<file path="config.mk">
export PLATFORM = sky130hd
export DESIGN_NAME = snitch_icache_lookup_sched
export DESIGN_NICKNAME = d
export VERILOG_FILES = /design/src/rtl/snitch_icache_pkg.sv /design/src/rtl/rr_arb_tree.sv /design/src/rtl/snitch_icache_lookup_sched.sv
export SDC_FILE = /design/constraint.sdc
export NUM_CORES = 1
export LEC_CHECK = 0
export ABC_CLOCK_PERIOD_IN_PS = 9650
export BUFFER_PORTS_ARGS = -buffer_cell sky130_fd_sc_hd__clkbuf_2
export CELL_PAD_IN_SITES_DETAIL_PLACEMENT = 2
export CELL_PAD_IN_SITES_GLOBAL_PLACEMENT = 2
export CORE_ASPECT_RATIO = 1.75
export CORE_MARGIN = 2
export CORE_UTILIZATION = 17
export CTS_CLUSTER_SIZE = 10
export DETAILED_ROUTE_END_ITERATION = 7
export PLACE_DENSITY = 0.95
export SYNTH_ARGS = -nofsm -noshare
export SYNTH_HDL_FRONTEND = slang
export SYNTH_SLANG_ARGS = --single-unit
</file>
<file path="constraint.sdc">
create_clock -name clk_i -period 9.65 [get_ports clk_i]
set_clock_uncertainty 0.2 [all_clocks]
set_input_delay 1.93 -clock clk_i [delete_from_list [all_inputs] [get_ports clk_i]]
set_output_delay 1.93 -clock clk_i [all_outputs]
set_load 0.01 [all_outputs]
</file>
<file path="src/rtl/snitch_icache_pkg.sv">
// rtl/snitch_icache_pkg.sv - shared types for the instruction cache
package snitch_icache_pkg;

  typedef enum logic [1:0] {
    IDLE,
    DRAIN,
    FLUSH
  } sched_state_e;

endpackage

</file>
<file path="src/rtl/rr_arb_tree.sv">
// rtl/rr_arb_tree.sv - round-robin arbiter with optional grant lock and payload mux
// The search starts at the rr pointer; a handshake moves the pointer past the winner.
module rr_arb_tree #(
  parameter int unsigned NumIn     = 4,
  parameter int unsigned DataWidth = 32,
  parameter bit          LockIn    = 1'b0,
  parameter bit          ExtPrio   = 1'b0,
  parameter bit          AxiVldRdy = 1'b0,
  localparam int unsigned IdxWidth = (NumIn > 1) ? $clog2(NumIn) : 1
) (
  input  logic                               clk_i,
  input  logic                               rst_ni,
  input  logic                               flush_i,
  input  logic [IdxWidth-1:0]                rr_i,
  input  logic [NumIn-1:0]                   req_i,
  output logic [NumIn-1:0]                   gnt_o,
  input  logic [NumIn-1:0][DataWidth-1:0]    data_i,
  output logic                               req_o,
  input  logic                               gnt_i,
  output logic [DataWidth-1:0]               data_o,
  output logic [IdxWidth-1:0]                idx_o
);

  logic [IdxWidth-1:0] rr_q, rr_d, lock_idx_q, lock_idx_d, ptr, cand;
  logic                lock_q, lock_d, found;

  assign ptr = ExtPrio ? rr_i : rr_q;

  always_comb begin
    idx_o = ptr;
    cand  = '0;
    found = 1'b0;
    for (int k = 0; k < int'(NumIn); k++) begin
      cand = IdxWidth'((int'(ptr) + k) % int'(NumIn));
      if (!found && req_i[cand]) begin
        found = 1'b1;
        idx_o = cand;
      end
    end
    if (LockIn && lock_q) idx_o = lock_idx_q;
  end

  assign req_o  = req_i[idx_o];
  assign data_o = data_i[idx_o];

  always_comb begin
    gnt_o        = '0;
    gnt_o[idx_o] = gnt_i & (req_o | ~AxiVldRdy);
  end

  // A stalled request pins the selection until it is accepted.
  always_comb begin
    rr_d       = rr_q;
    lock_d     = lock_q;
    lock_idx_d = lock_idx_q;
    if (flush_i) begin
      rr_d   = '0;
      lock_d = 1'b0;
    end else if (req_o && gnt_i) begin
      rr_d   = (idx_o == IdxWidth'(NumIn - 1)) ? '0 : idx_o + 1'b1;
      lock_d = 1'b0;
    end else if (LockIn && req_o) begin
      lock_d     = 1'b1;
      lock_idx_d = idx_o;
    end
  end

  always_ff @(posedge clk_i or negedge rst_ni) begin
    if (!rst_ni) begin
      rr_q       <= '0;
      lock_q     <= 1'b0;
      lock_idx_q <= '0;
    end else begin
      rr_q       <= rr_d;
      lock_q     <= lock_d;
      lock_idx_q <= lock_idx_d;
    end
  end

endmodule

</file>
<file path="src/rtl/snitch_icache_lookup_sched.sv">
// rtl/snitch_icache_lookup_sched.sv - shares the lookup request port among fetch ports
// Bounds in-flight lookups, routes responses by tag and drains before forwarding a flush.
module snitch_icache_lookup_sched
  import snitch_icache_pkg::*;
#(
  parameter int unsigned NR_PORTS        = 4,
  parameter int unsigned FETCH_AW        = 48,
  parameter int unsigned MAX_OUTSTANDING = 4,
  localparam int unsigned PortIdxW       = (NR_PORTS > 1) ? $clog2(NR_PORTS) : 1
) (
  input  logic                               clk_i,
  input  logic                               rst_ni,
  input  logic                               flush_valid_i,
  output logic                               flush_ready_o,
  input  logic [NR_PORTS-1:0][FETCH_AW-1:0]  req_addr_i,
  input  logic [NR_PORTS-1:0]                req_valid_i,
  output logic [NR_PORTS-1:0]                req_ready_o,
  output logic [FETCH_AW-1:0]                lk_addr_o,
  output logic [PortIdxW-1:0]                lk_id_o,
  output logic                               lk_valid_o,
  input  logic                               lk_ready_i,
  output logic                               lk_flush_valid_o,
  input  logic                               lk_flush_ready_i,
  input  logic [PortIdxW-1:0]                lk_rsp_id_i,
  input  logic                               lk_rsp_valid_i,
  output logic                               lk_rsp_ready_o,
  output logic [NR_PORTS-1:0]                rsp_valid_o,
  input  logic [NR_PORTS-1:0]                rsp_ready_i
);

  localparam int unsigned CntW = $clog2(MAX_OUTSTANDING + 1);
  localparam logic [CntW-1:0] MaxCnt = CntW'(MAX_OUTSTANDING);

  sched_state_e        state_q, state_d;
  logic [CntW-1:0]     cnt_q, cnt_d;
  logic                lock_q, lock_d;
  logic                eligible, lk_hs, rsp_hs, id_legal;
  logic [NR_PORTS-1:0] req_gated;

  // A locked request must stay visible even while draining or full.
  assign eligible  = ((state_q == IDLE) && (cnt_q < MaxCnt)) || lock_q;
  assign req_gated = req_valid_i & {NR_PORTS{eligible}};

  rr_arb_tree #(
    .NumIn     (NR_PORTS),
    .DataWidth (FETCH_AW),
    .LockIn    (1'b1),
    .ExtPrio   (1'b0),
    .AxiVldRdy (1'b1)
  ) i_arb (
    .clk_i   (clk_i),
    .rst_ni  (rst_ni),
    .flush_i (1'b0),
    .rr_i    ('0),
    .req_i   (req_gated),
    .gnt_o   (req_ready_o),
    .data_i  (req_addr_i),
    .req_o   (lk_valid_o),
    .gnt_i   (lk_ready_i),
    .data_o  (lk_addr_o),
    .idx_o   (lk_id_o)
  );

  assign id_legal = 32'(lk_rsp_id_i) < NR_PORTS;

  always_comb begin
    rsp_valid_o    = '0;
    lk_rsp_ready_o = 1'b0;
    if (id_legal) begin
      rsp_valid_o[lk_rsp_id_i] = lk_rsp_valid_i;
      lk_rsp_ready_o           = rsp_ready_i[lk_rsp_id_i];
    end
  end

  assign lk_hs  = lk_valid_o & lk_ready_i;
  assign rsp_hs = lk_rsp_valid_i & lk_rsp_ready_o;

  always_comb begin
    cnt_d = cnt_q;
    case ({lk_hs, rsp_hs})
      2'b10:   cnt_d = cnt_q + 1'b1;
      2'b01:   cnt_d = cnt_q - 1'b1;
      default: cnt_d = cnt_q;
    endcase
    lock_d = lk_hs ? 1'b0 : (lk_valid_o ? 1'b1 : lock_q);
  end

  always_comb begin
    state_d          = state_q;
    lk_flush_valid_o = 1'b0;
    flush_ready_o    = 1'b0;
    case (state_q)
      IDLE:  if (flush_valid_i) state_d = DRAIN;
      DRAIN: if (!lock_q && (cnt_q == '0)) state_d = FLUSH;
      FLUSH: begin
        lk_flush_valid_o = 1'b1;
        flush_ready_o    = lk_flush_ready_i;
        if (lk_flush_ready_i) state_d = IDLE;
      end
      default: state_d = IDLE;
    endcase
  end

  always_ff @(posedge clk_i or negedge rst_ni) begin
    if (!rst_ni) begin
      state_q <= IDLE;
      cnt_q   <= '0;
      lock_q  <= 1'b0;
    end else begin
      state_q <= state_d;
      cnt_q   <= cnt_d;
      lock_q  <= lock_d;
    end
  end

  assert property (@(posedge clk_i) disable iff (!rst_ni) lk_rsp_valid_i |-> id_legal);
  assert property (@(posedge clk_i) disable iff (!rst_ni) !(lk_hs && !rsp_hs && (cnt_q == MaxCnt)));
  assert property (@(posedge clk_i) disable iff (!rst_ni) !(rsp_hs && !lk_hs && (cnt_q == '0)));

endmodule

</file>
==> results.py, run 1 <==
metrics = {
    "drt": {
        "dr.first_iter.drc_count": 66,
        "ant_nets": 0,
        "via_per_inst": 4.84,
        "detailroute.via_count": 2755,
        "drt-pass1-iter-count": 4,
        "drc": 0,
        "routed_wl_um": 13800,
        "wire_per_inst_um": 24.3,
    },
    "critical_path": {
        "crit_family": "simple AND/OR/NAND/NOR gates",
        "cpMostUsedCell": "clkbuf_2",
        "crit_buf_inv": 3,
        "crit_path_cell_trace": "clkbuf_2 -> nand2b_1 -> a21boi_0 -> nor4_1 -> or2_2 -> buf_4 -> mux4_2 -> clkbuf_2",
        "end_kind": "output pin",
        "crit_fanout": 37,
        "startpoint_type": "input pin",
        "cpPeakStageDelay_ns": 0.51,
        "crit_required_ns": 7.52,
        "critPathArrivalTime_ns": 4.38,
        "crit_type": "input pin to output pin",
        "critPathSlowestCell": "buf_4",
    },
    "layout": {
        "post-route-util": 0.305,
        "area_growth_pct": 76.9,
        "final_area_sq_mm": 0.00364,
        "fillerInstances": 1396,
        "regArea_sq_um": 250,
        "final_layout_size_suffix_gt1_frac": 0.800,
        "num-nets-final": 635,
        "multi_input_area_sq_mm": 0.00169,
    },
    "pwr": {
        "vdd.ir_drop.worst_v": 0.000285,
        "leakage_nw": 1.90,
        "power.density_mw_per_mm2": 340,
    },
    "synthesis": {
        "synth-async-reset-ratio": 1.00,
        "synthTopCellsByArea": "mux4_2 (54%), dfrtp_1 (12%), buf_2 (3.2%)",
        "ys.flop_type": "dfrtp_1",
        "synth_area_sq_mm": 0.00206,
        "synth_warnings": 0,
        "synth_enable_flop_cells": 0,
        "syn-num-nets": 373,
        "yosysUniqueCellTypes": 45,
        "syn_avg_cell_area_sq_um": 13.0,
        "synth.ff_latch_count": 10,
        "yosysMostFrequentCell": "mux4_2",
        "syn_inst": 159,
        "synth_common_cells": "mux4_2 (49), buf_2 (13), inv_1 (12)",
        "synth_area_leader_cell": "mux4_2",
        "synth_top_area_frac": 0.536,
        "seq_area_frac_synth": 0.122,
    },
    "clock_network": {
        "cts.sink_count": 10,
        "clock_latency_ns": 0.23,
        "cts-resized-gates": 0,
        "cts-root-buf": "clkbuf_16",
        "cts-htree-levels": 1,
        "cts_tree": "yes",
        "cts_hold_buf": 0,
        "cts_buffer_depth": 2,
        "postCtsSetupBuffers": 0,
        "cts_buffers": 3,
        "cts.clk_slew.worst_paths_ns": 0.04,
    },
    "global_routing": {
        "grt-ovfl-total": 0,
        "gr-usage-all-layers": 0.199,
        "grt_pass1_wl_um": 19000,
        "antenna_found_initial": 21,
        "grt_start_max_net_pins": 51,
        "grt_pass1_vias": 3157,
    },
    "timing": {
        "slew_viol_final": 0,
        "setup_viol": 0,
        "max_slew.worst_pin.slew_ns": 0.924,
        "fin_crit_ns": 6.51,
        "final_hold_viol_count": 0,
        "rsz0062_at_grt": "false",
        "fmax_ghz": 0.153,
        "setup_tns_ns": 0,
        "period_share": 0.675,
        "slew_headroom": 0.384,
    },
    "floorplanning": {
        "initial_core_util": 0.173,
        "coreArea_sq_mm": 0.0119,
        "die_h_um": 150,
        "fp.dieW_um": 87.2,
        "boundaryPins": 270,
        "dieArea_sq_mm": 0.0130,
        "num_rows": 53,
    },
    "worst_hold_path": {
        "min_path_type": "flop to flop",
    },
    "placed_design": {
        "hpwl_um": 12800,
        "gp_congestion": 0.881,
        "place.port_buffers": 269,
        "placed_cell_area_sq_mm": 0.00352,
    },
    "status": {
        "status": "finished clean",
    },
    "job": {
        "cap_violations": 0,
    },
}
==> through the flow <==
step | setup slack, ns | power (mW) | hold slack, ns | std cells
6_report | 3.14 | 1.24 | 0.305 | 569
5_1_grt | 2.97 | 1.34 | 0.333 | 563
4_1_cts | 3.11 | 1.27 | 0.316 | 557
3_5_place_dp | 3.12 | 1.18 | 0.308 | 553
3_3_place_gp | 3.25 | 1.12 | 0.278 | 553
2_1_floorplan | 3.92 | 0.821 | 0.257 | 159
==> report_power, final <==
part / internal [mW] / switching [mW] / leakage [nW]
registers: 0.0623 / 0.0300 / 0.118
logic: 0.534 / 0.532 / 1.73
clock network: 0.0622 / 0.0184 / 0.0442
total: 0.659 / 0.581 / 1.90
==> cell usage in the layout (no fill, tap or decap), types with 2 or more instances in the layout <==
cell,count
buf_4,2
and3_1,2
o211a_1,2
dfrtp_1,10
or2_2,3
xor2_1,2
a221o_1,2
ha_1,5
mux4_2,49
clkbuf_2,269
nand2_1,4
nor4_1,2
a21oi_1,3
nor2_1,9
inv_1,12
diode_2,12
mux2i_1,3
and2_1,6
clkbuf_16,3
nor3_1,4
==> path summary, 6_finish.rpt <==
check	from	end	slack [ns]	cells past startpoint
worst max-delay path	req_valid_i[3]	lk_addr_o[43]	3.14	8
worst min-delay path	state_q[1]	state_q[1]	0.31	1
worst max register to register	cnt_q[2]	cnt_q[2]	6.18	14
worst min register to register	state_q[1]	state_q[1]	0.31	1
max in group asynchronous	rst_ni	i_arb.lock_idx_q[0]	7.69	1
min in group asynchronous	rst_ni	cnt_q[2]	1.36	1
==> cell families after synthesis <==
family	after synthesis	synth area share
AOI/OAI and AO/OA	22	0.105
xor gates and xnor gates	3	0.0128
adders and majority gates	7	0.0450
buffers and inverters	27	0.0571
DFF	10	0.122
muxes	54	0.563
and+or+nand+nor	36	0.0954
==> worst reg2reg max path, cell delays in order, from the launching register on <==
cell and delay, ns:
dfrtp_1 0.40, nor3_2 0.28, or2_2 0.20, o211ai_2 0.12
a221oi_4 0.40, clkinv_2 0.17, a31o_4 0.28, o21a_4 0.23
inv_1 0.06, ha_1 0.18, inv_1 0.06, fa_1 0.37
xor2_1 0.15, nor2_1 0.12, xor2_1 0.16
==> sequential cells by signal, indices dropped and copies added (netlist names) <==
name and cells:
cnt_q 3, i_arb.lock_idx_q 2, i_arb.ptr 2, state_q 2, lock_q 1
==> per-layer routing <==
metal	global-route usage	vias to the layer above	share of wire
li1	-	1206	-
met1	0.185	1308	0.31
met2	0.356	193	0.51
met3	0.147	32	0.16
met4	0.0238	16	0.012
met5	0	-	0.0073
==> area by class of cell <==
class	instances	share of cell area
sequential	10	0.0687
timing repair buffer	271	0.374
multi-input combinational	122	0.464
antenna	12	0.00824
inverter	13	0.0137
clock buffer	4	0.0244
tap	137	0.0470
No activity file was read; power rests on OpenSTA's default activity.
==> run 2, diff against run 1 <==
ABC_CLOCK_PERIOD_IN_PS = 6290   (was 9650)
CORE_UTILIZATION = 16   (was 17)
PLACE_DENSITY = 0.91   (was 0.95)
clock period = 6.29 ns   (was 9.65 ns; I/O delays follow)
==> run 2 against run 1 <==
Compared with the run above:
- combinational power is 54% higher
- via count up 0.76%
- cell count is 4.7% higher
- die area is 6.0% higher
- critical endpoint is now lk_addr_o[31]
==> results.py, run 2 (synthesis results as in run 1) <==
metrics = {
    "status": {
        "status": "finished clean",
    },
    "drt": {
        "drc": 0,
        "drt-pass1-iter-count": 4,
        "dr.first_iter.drc_count": 70,
        "routed_wl_um": 13300,
        "ant_nets": 0,
        "detailroute.via_count": 2776,
        "via_per_inst": 4.66,
        "wire_per_inst_um": 22.3,
    },
    "clock_network": {
        "postCtsSetupBuffers": 0,
        "cts.sink_count": 10,
        "cts_buffers": 3,
        "cts_tree": "yes",
        "cts.clk_slew.worst_paths_ns": 0.04,
        "cts-htree-levels": 1,
        "cts-root-buf": "clkbuf_16",
        "cts-resized-gates": 0,
        "cts_hold_buf": 0,
        "cts_buffer_depth": 2,
        "clock_latency_ns": 0.24,
    },
    "timing": {
        "final_hold_viol_count": 0,
        "period_share": 0.834,
        "fin_crit_ns": 5.25,
        "slew_viol_final": 0,
        "fmax_ghz": 0.191,
        "whs_ns": 0.291,
        "rsz0062_at_grt": "false",
        "max_slew.worst_pin.slew_ns": 0.576,
        "setup_viol": 0,
        "slew_headroom": 0.613,
        "setup_tns_ns": 0,
    },
    "layout": {
        "num-nets-final": 636,
        "multi_input_area_sq_mm": 0.00169,
        "area_growth_pct": 78.6,
        "regArea_sq_um": 250,
        "mostFrequentLayoutCell": "clkbuf_2",
        "fillerInstances": 1469,
        "final_layout_size_suffix_gt1_frac": 0.800,
        "top_register": "cnt_q",
        "layout_common_cells": "clkbuf_2 (269), mux4_2 (49), inv_1 (12), dfrtp_1 (10), nor2_1 (9)",
        "largest_reg_flops": 3,
        "final_cells": 596,
    },
    "global_routing": {
        "antenna_found_initial": 11,
        "use_met3": 0.0985,
        "grt_start_max_net_pins": 32,
        "busiest_layer": "met2",
        "use_met2": 0.378,
        "grt_pass1_wl_um": 19700,
        "gr-usage-met1": 0.155,
        "grt-ovfl-total": 0,
        "grt_pass1_vias": 3184,
        "gr-usage-all-layers": 0.188,
    },
    "floorplanning": {
        "initial_core_util": 0.165,
        "dieArea_sq_mm": 0.0138,
        "boundaryPins": 270,
        "die_h_um": 154,
        "fp.dieW_um": 89.8,
        "coreArea_sq_mm": 0.0125,
        "num_rows": 54,
    },
    "critical_path": {
        "cpMostUsedCell": "clkbuf_2",
        "crit_type": "input pin to output pin",
        "crit_path_cell_trace": "clkbuf_2 -> inv_1 -> o21ai_0 -> o21ai_1 -> a221oi_4 -> clkinv_2 -> buf_4 -> mux4_2 -> clkbuf_2",
        "crit_buf_inv": 5,
        "critPathArrivalTime_ns": 3.79,
        "crit_fanout": 28,
        "crit_family": "buffers and inverters",
        "crit_required_ns": 4.83,
        "end_kind": "output pin",
        "critPathSlowestCell": "mux4_2",
        "startpoint_type": "input pin",
        "cpPeakStageDelay_ns": 0.53,
    },
    "pwr": {
        "vdd.ir_drop.worst_v": 0.000232,
        "leakage_nw": 1.90,
        "power.density_mw_per_mm2": 521,
    },
    "placed_design": {
        "place.port_buffers": 269,
        "dp.cells": 585,
        "gp_congestion": 0.861,
        "hpwl_um": 12200,
    },
    "job": {
        "cap_violations": 0,
    },
    "worst_hold_path": {
        "min_path_type": "flop to flop",
    },
}
-- run 2: final timing paths --
check                                    start       endpoint  slack (ns)  cells past startpoint
worst max-delay path            req_valid_i[1]  lk_addr_o[31]        1.04                      9
worst min register to register      state_q[1]     state_q[1]        0.29                      1
worst max register to register        cnt_q[2]       cnt_q[2]        2.41                     14
max in group asynchronous               rst_ni       cnt_q[0]        4.98                      1
worst min-delay path                state_q[1]     state_q[1]        0.29                      1
min in group asynchronous               rst_ni       cnt_q[1]        0.69                      1
-- run 2: layout make-up --
type | instances | share of cell area
diodes | 7 | 0.00476
well taps | 168 | 0.0572
multi-input cells | 122 | 0.460
repair buffers | 272 | 0.372
inverters | 13 | 0.0136
flip-flops and latches | 10 | 0.0681
clock buffers | 4 | 0.0242
-- run 2: through the flow --
step	utilization	power [mW]	cell area [sq um]	setup slack, ns
floorplan	-	1.26	2060	1.90
global placement	0.286	1.74	3570	1.12
detailed placement	0.286	1.82	3570	0.993
CTS	0.293	1.96	3660	0.972
global route	0.293	2.07	3670	0.807
finish	0.294	1.92	3680	1.04
-- run 2: metal layers --
layer	part of all wire	routed length, um
met1	0.28	3720
met2	0.57	7520
met3	0.13	1680
met4	0.026	345
met5	0.0026	35
-- run 2: report_power, final --
| part | switching, mW | total (mW) | internal, mW | leakage, nW |
|---|---|---|---|---|
| combinational | 0.822 | 1.65 | 0.824 | 1.74 |
| clock | 0.0326 | 0.128 | 0.0958 | 0.0442 |
| sequential | 0.0482 | 0.144 | 0.0955 | 0.118 |
